**config.mk**
```make
export PLATFORM = sky130hd
export DESIGN_NAME = botupdt_irq_ctrl_flat
export DESIGN_NICKNAME = d
export VERILOG_FILES = /design/src/rtl/botupdt_irq_ctrl_if.sv /design/src/rtl/botupdt_irq_ctrl.sv /design/src/flat_wrapper.sv
export SDC_FILE = /design/constraint.sdc
export NUM_CORES = 1
export LEC_CHECK = 0
export CAP_MARGIN = 20
export CORE_MARGIN = 1.5
export CORE_UTILIZATION = 36
export DETAILED_ROUTE_END_ITERATION = 10
export PLACE_DENSITY = 0.78
export SETUP_SLACK_MARGIN = 0.4
export SYNTH_ARGS = -nofsm -noshare
export SYNTH_HDL_FRONTEND = slang
export SYNTH_SLANG_ARGS = --single-unit
```
**constraint.sdc**
```tcl
create_clock -name clk -period 0.8 [get_ports clk]
set_input_delay 0.16 -clock clk [delete_from_list [all_inputs] [get_ports clk]]
set_output_delay 0.16 -clock clk [all_outputs]
set_load 0.05 [all_outputs]
```
**src/rtl/botupdt_irq_ctrl_if.sv**
```systemverilog
// Event/interrupt bundle for botupdt_irq_ctrl.
//   master : event source / CPU side (drives i_evt, i_mask, i_ack, i_cnt_clr)
//   slave  : the controller (drives o_pending, o_irq, o_miss_cnt)
// Signals:
//   i_evt      NUM_CH        async event levels
//   i_mask     NUM_CH        1 = channel may raise o_irq
//   i_ack      NUM_CH        1-cycle ack pulses
//   i_cnt_clr  1             clear all missed-event counters
//   o_pending  NUM_CH        sticky pending bits
//   o_irq      1             masked interrupt
//   o_miss_cnt NUM_CH*CNT_W  per-channel missed counts, ch n at [n*CNT_W +: CNT_W]
interface botupdt_irq_ctrl_if #(
  parameter int unsigned NUM_CH = 4,
  parameter int unsigned CNT_W  = 8
);
  logic [NUM_CH-1:0]       i_evt;
  logic [NUM_CH-1:0]       i_mask;
  logic [NUM_CH-1:0]       i_ack;
  logic                    i_cnt_clr;
  logic [NUM_CH-1:0]       o_pending;
  logic                    o_irq;
  logic [NUM_CH*CNT_W-1:0] o_miss_cnt;

  modport master (
    output i_evt, i_mask, i_ack, i_cnt_clr,
    input  o_pending, o_irq, o_miss_cnt
  );

  modport slave (
    input  i_evt, i_mask, i_ack, i_cnt_clr,
    output o_pending, o_irq, o_miss_cnt
  );
endinterface

```
**src/rtl/botupdt_irq_ctrl.sv**
```systemverilog
// Multi-channel event synchroniser, sticky-pending latch and ack controller.
// Each channel synchronises a foreign-domain event level, detects its rising
// edge and latches a pending bit until the CPU acks it. One masked interrupt.
// Ports:
//   clk  core clock
//   rst  synchronous active-high reset
//   bus  botupdt_irq_ctrl_if.slave (i_evt, i_mask, i_ack, i_cnt_clr in;
//        o_pending, o_irq, o_miss_cnt out)
// Configuration macro: BOTUPDT_MISS_CNT_EN builds the saturating missed-event
// counters; without it o_miss_cnt is tied to 0 and i_cnt_clr is ignored.
module botupdt_irq_ctrl #(
  parameter int unsigned NUM_CH      = 4,
  parameter int unsigned SYNC_STAGES = 2,
  parameter int unsigned CNT_W       = 8
) (
  input  logic               clk,
  input  logic               rst,
  botupdt_irq_ctrl_if.slave  bus
);

  logic [SYNC_STAGES-1:0][NUM_CH-1:0] sync_q;
  logic [NUM_CH-1:0] sync_out;
  logic [NUM_CH-1:0] hist_q;
  logic [NUM_CH-1:0] edge_q;
  logic [NUM_CH-1:0] pend_q;
  logic [NUM_CH-1:0] pend_d;

  assign sync_out = sync_q[SYNC_STAGES-1];

  // New edge beats a coincident ack so the event is never lost.
  always_comb begin
    pend_d = edge_q | (pend_q & ~bus.i_ack);
  end

  // Synchroniser chain, edge history and a registered edge strobe; h resets
  // to 0 so a level already high at reset release counts as one edge.
  always_ff @(posedge clk) begin
    if (rst) begin
      sync_q <= '0;
      hist_q <= '0;
      edge_q <= '0;
      pend_q <= '0;
    end else begin
      sync_q <= {sync_q[SYNC_STAGES-2:0], bus.i_evt};
      hist_q <= sync_out;
      edge_q <= sync_out & ~hist_q;
      pend_q <= pend_d;
    end
  end

  assign bus.o_pending = pend_q;
  assign bus.o_irq     = |(pend_q & bus.i_mask);

`ifdef BOTUPDT_MISS_CNT_EN
  localparam logic [CNT_W-1:0] CNT_MAX = {CNT_W{1'b1}};

  logic [NUM_CH-1:0][CNT_W-1:0] cnt_q;
  logic [NUM_CH-1:0][CNT_W-1:0] cnt_d;

  // Clear first, then a coincident miss still counts as one; saturate at max.
  always_comb begin
    cnt_d = cnt_q;
    for (int unsigned ch = 0; ch < NUM_CH; ch++) begin
      if (bus.i_cnt_clr) begin
        cnt_d[ch] = '0;
      end
      if (edge_q[ch] && pend_q[ch] && !bus.i_ack[ch] && (cnt_d[ch] != CNT_MAX)) begin
        cnt_d[ch] = cnt_d[ch] + CNT_W'(1);
      end
    end
  end

  always_ff @(posedge clk) begin
    if (rst) begin
      cnt_q <= '0;
    end else begin
      cnt_q <= cnt_d;
    end
  end

  assign bus.o_miss_cnt = cnt_q;
`else
  logic unused_cnt_clr;
  assign unused_cnt_clr = bus.i_cnt_clr;
  assign bus.o_miss_cnt = '0;
`endif

endmodule

```
**src/flat_wrapper.sv**
```systemverilog
// flat-port wrapper written by rule: the top's interface ports become plain ports
module botupdt_irq_ctrl_flat 
#(
  parameter int unsigned NUM_CH      = 4,
  parameter int unsigned SYNC_STAGES = 2,
  parameter int unsigned CNT_W       = 8
)
  (clk, rst, bus_i_evt, bus_i_mask, bus_i_ack, bus_i_cnt_clr, bus_o_pending, bus_o_irq, bus_o_miss_cnt);
  botupdt_irq_ctrl_if #(.NUM_CH(NUM_CH), .CNT_W(CNT_W)) bus_i ();
  input  logic clk;
  input  logic rst;
  input wire logic [$bits(bus_i.i_evt)-1:0] bus_i_evt;
  input wire logic [$bits(bus_i.i_mask)-1:0] bus_i_mask;
  input wire logic [$bits(bus_i.i_ack)-1:0] bus_i_ack;
  input wire logic [$bits(bus_i.i_cnt_clr)-1:0] bus_i_cnt_clr;
  output wire logic [$bits(bus_i.o_pending)-1:0] bus_o_pending;
  output wire logic [$bits(bus_i.o_irq)-1:0] bus_o_irq;
  output wire logic [$bits(bus_i.o_miss_cnt)-1:0] bus_o_miss_cnt;
  assign bus_i.i_evt = bus_i_evt;
  assign bus_i.i_mask = bus_i_mask;
  assign bus_i.i_ack = bus_i_ack;
  assign bus_i.i_cnt_clr = bus_i_cnt_clr;
  assign bus_o_pending = bus_i.o_pending;
  assign bus_o_irq = bus_i.o_irq;
  assign bus_o_miss_cnt = bus_i.o_miss_cnt;
  botupdt_irq_ctrl #(.NUM_CH(NUM_CH), .SYNC_STAGES(SYNC_STAGES), .CNT_W(CNT_W)) u_core (.clk(clk), .rst(rst), .bus(bus_i));
endmodule
```
Word-level counts from Yosys, hierarchy flattened

Index checks and enable logic that the tools add are counted.

Equality and inequality tests: 0
Bitwise gates (word level): 6
Shifts and indexed selects: 0
Muxes and demuxes: 0
Divide/modulo/power cells: 0
Magnitude comparators: 0
Reductions and logical operators: 1
$mul: 0
Add/subtract/negate cells: 0

Operators with widths:

| operator        | number |
|---|---|
| $and 4x4->4     | 3 |
| $not 4->4       | 2 |
| $or 4x4->4      | 1 |
| $reduce_or 4->1 | 1 |

Bits in read-only memories: 0
Memories kept: 0
Output and inout bits: 37
Bits in registers: 20
Logic and storage cells: 12
Bits in writable memories: 0
Input port bits: 15
Latch bits: 0

Longest topological paths before layout

Word-level depth: 3
Depth in mapped cells: 2

Least setup slack after synthesis

OpenSTA, ideal clock, no wires.

Path type: register -> output
Start point: register u_core.pend_q[0] (netlist: u_core.bus.o_pending[0])
End point: output port bus_o_irq
Arrival: 1166 ps
Required time: 640 ps
Stages on the path, launching flop included: 3
Setup slack: -526 ps
Cell sequence: dfxtp_1 a22oi_1 nand2_1

Word-level cells in the longest chain between the ends: 2

Ends and longest elaborated chain:

| element                  | RTL line               | RTL |
|---|---|---|
| start: declaration       | botupdt_irq_ctrl.sv:25 | `logic [NUM_CH-1:0] pend_q;` |
| start signal: assignment | botupdt_irq_ctrl.sv:47 | `pend_q <= pend_d;` |
| $and 4x4->4              | botupdt_irq_ctrl.sv:52 | `assign bus.o_irq = \|(pend_q & bus.i_mask);` |
| $reduce_or 4->1          | botupdt_irq_ctrl.sv:52 |  |
| end: declaration         | flat_wrapper.sv:17     | `output wire logic [$bits(bus_i.o_irq)-1:0] bus_o_irq;` |

Every way passes these cells.

Worst setup path after layout

Start point: register u_core.pend_q[2] (netlist: u_core.bus.o_pending[2])
End point: output port bus_o_irq

The elaborated chain is that of the path after synthesis.

==> flow_summary_export.csv <==
group,metric,value,unit
synth,ys_types,12,
synth,seq_area_frac_synth,47.1,%
synth,synth_area,850,sq um
routing,wl,1100,um
sta,holdWs,56.6,ps
sta,rsz0062_at_grt,"yes",
sta,skew,6.24,ps
finish,n_antenna_cell,0,
floorplanning,row_count,17,
clock_tree,cts_num_sinks,20,
placement,hpwl,857,um
routing,viasPerCell,3.68,
clock_tree,numCtsBuffers,3,
synth,synth_area_leader_cell,"dfxtp_1",
routing,dr.max_layer_used,"met3",
sta,period_share,156,%
sta,fin_crit,1240,ps
pwr,vdd_drop_max,1.08,mV
synth,synth_top_area_share,47.1,%
sta,fin_ws,-444,ps
floorplanning,start_util,38.4,%
global_routing,grt_usage,8.11,%
setup_path,worstPathRequired,640,ps
setup_path,r2r_cells,4,
clock_tree,cts_tree,"done",
outcome,violations,"setup timing",
clock_tree,cts_root_buf,"clkbuf_4",
setup_path,critPathLaunchType,"register",
placement,gp_congestion,0.584,
floorplanning,die_area,2660,sq um
floorplanning,core_area,2210,sq um
min_path,whs_path_depth,2,
routing,met1_length,369,um
setup_path,rrSetupSlack,0,ps
placement,placed_cells,135,
routing,wl_met3,137,um
sta,setup_violations,5,
sta,fin_setup_tns,-1640,ps
min_path,holdPathEnd,"u_core.sync_q[2]",
global_routing,antenna_found_initial,0,
routing,num_vias,523,
setup_path,reg2reg_to,"u_core.bus.o_pending[2]",
floorplanning,die_h,51.6,um
run,drv_cap,0,
setup_path,worstReg2RegStart,"u_core.bus.o_pending[2]",
routing,dr_wl_met2,597,um
outcome,status,"complete, but fails checks",
synth,ys_ff_latch,20,
routing,first_iter_violations,0,
pwr,finalPower,2380,uW
setup_path,critical_path_arrival,1080,ps
global_routing,grt_max_degree,13,
min_path,worstHoldStart,"rst",
sta,hold_viol_final,0,
floorplanning,io_pins,52,
finish,finalNonFillerCells,142,
clock_tree,clkSlewWorstSetupHoldPaths,110,ps
synth,syn_inst,85,
routing,routedWlPerCell,7.77,um
setup_path,endpoint_kind,"output port",
global_routing,grt_pass1_vias,405,
routing,drtAntennaViolNets,0,
sta,fmax,0.804,GHz
sta,slew_viol_final,0,
clock_tree,cts.htree.levels,1,
pwr,power_density,1970,nW/um^2
routing,firstDrtPassIters,1,
finish,nNetsFinal,130,
synth,synthTopCellsByArea,"dfxtp_1 47%, buf_4 28%, nor2b_1 7.4%, nor2b_2 4.1%, nand2b_1 2.9%",
floorplanning,dieWidth,51.6,um
finish,layout-drive-gt1-share,35.1,%
global_routing,overflow,0,
min_path,hp-class,"primary input to register",
clock_tree,cts_buffer_depth,2,
clock_tree,clk_latency,290,ps
global_routing,grt_pass1_wl,1590,um
routing,drc,0,
finish,syn_to_final_growth,42.3,%
synth,syn_area_per_cell,9.99,sq um
setup_path,path_class,"register to output port",
setup_path,crit_fanout,2,
synth,yosysWarnings,0,
pwr,p_leak,0.000534,uW
placement,io_buffer_count,18,
-- layer usage --
metal	global-route usage [%]	vias up
met4	3.95	0
li1	-	255
met2	14.5	39
met1	8.30	229
met3	2.87	0
met5	0	-
-- through the flow --
stage               instance area, sq um  worst slack (ps)  util (%)
detailed placement                  1080              -414      48.7
CTS                                 1150              -465      52.2
floorplan                           1020              -103         -
global route                        1210              -502      54.6
global placement                    1080              -389      48.7
finish                              1210              -444      54.6
-- power breakdown --
group,leakage (uW),internal (uW),switching (uW)
sequential,0.000168,1020,11.9
combinational,0.000339,139,407
clock,0.0000279,506,291
-- registers in the layout, summed over array words and instances, names as in the netlist --
name / cells
u_core.edge_q: 4
u_core.hist_q: 4
u_core.sync_q: 4
u_core.sync_out: 4
u_core.bus.o_pending: 4
-- placed cells by master (no fill, tap or decap) --
| cell type | Yosys | routed |
|---|---|---|
| buf_6 | 1 | 6 |
| buf_12 | 0 | 5 |
| nand2_4 | 0 | 1 |
| dfxtp_2 | 0 | 3 |
| a21oi_2 | 0 | 2 |
| bufinv_16 | 0 | 1 |
| dfxtp_4 | 0 | 4 |
| buf_8 | 0 | 1 |
| nand2b_4 | 0 | 1 |
| a21oi_1 | 4 | 2 |
| dfxtp_1 | 20 | 13 |
| buf_4 | 32 | 3 |
| nor2b_1 | 10 | 8 |
| and2b_2 | 2 | 2 |
| a22oi_2 | 0 | 2 |
| clkdlybuf4s50_1 | 0 | 8 |
| clkbuf_4 | 0 | 3 |
| dlygate4sd2_1 | 0 | 4 |
| nor2b_4 | 0 | 6 |
| inv_1 | 4 | 4 |
| nand2b_1 | 4 | 3 |
| conb_1 | 1 | 32 |
-- Yosys cell counts, drive strengths merged --
library cell and n:
a21oi 4, a22oi 2, and2b 2, buf 33, conb 1, dfxtp 20
inv 4, nand2 1, nand2b 4, nor2b 14
-- timing repair --
action / CTS / global route
endpoints found under the hold margin: 0 / 0
setup buffers: 2 / 1
pin swaps: 0 / 2
cloned: 0 / 0
gates resized for setup: 14 / 12
setup endpoints to repair: 25 / 23
hold buffers: 0 / 0
-- cell families after synthesis --
logic type,after synthesis,synth area share [%]
AOI/OAI and AO/OA,6,4.12
buffers and inverters,37,31.4
DFF,20,47.1
other,1,0.441
and+or+nand+nor,21,16.9
-- worst max-delay path by stage --
stage / end / from / depth (start not counted)
after global routing: bus_o_irq / u_core.bus.o_pending[0] / 3
after global placement: bus_o_irq / bus_i_mask[0] / 4
after floorplan: bus_o_irq / u_core.bus.o_pending[2] / 2
final: bus_o_irq / u_core.bus.o_pending[2] / 3
after detailed placement: bus_o_irq / bus_i_mask[2] / 4
after CTS: bus_o_irq / u_core.bus.o_pending[2] / 3
-- area by class of cell --
cell class / count / area, sq um
clock buffer: 3 / 22.5
clock inverter: 1 / 30.0
fill: 195 / 1000
inverter: 4 / 15.0
multi-input combinational: 59 / 367
sequential: 20 / 419
tap: 28 / 35.0
timing repair buffer: 27 / 320
-- worst max-delay path: stages, from the launching register on --
cell and delay [ps]:
dfxtp_4 360, a22oi_2 200, nand2_4 80, buf_12 150
No activity file was read; power rests on OpenSTA's default activity.
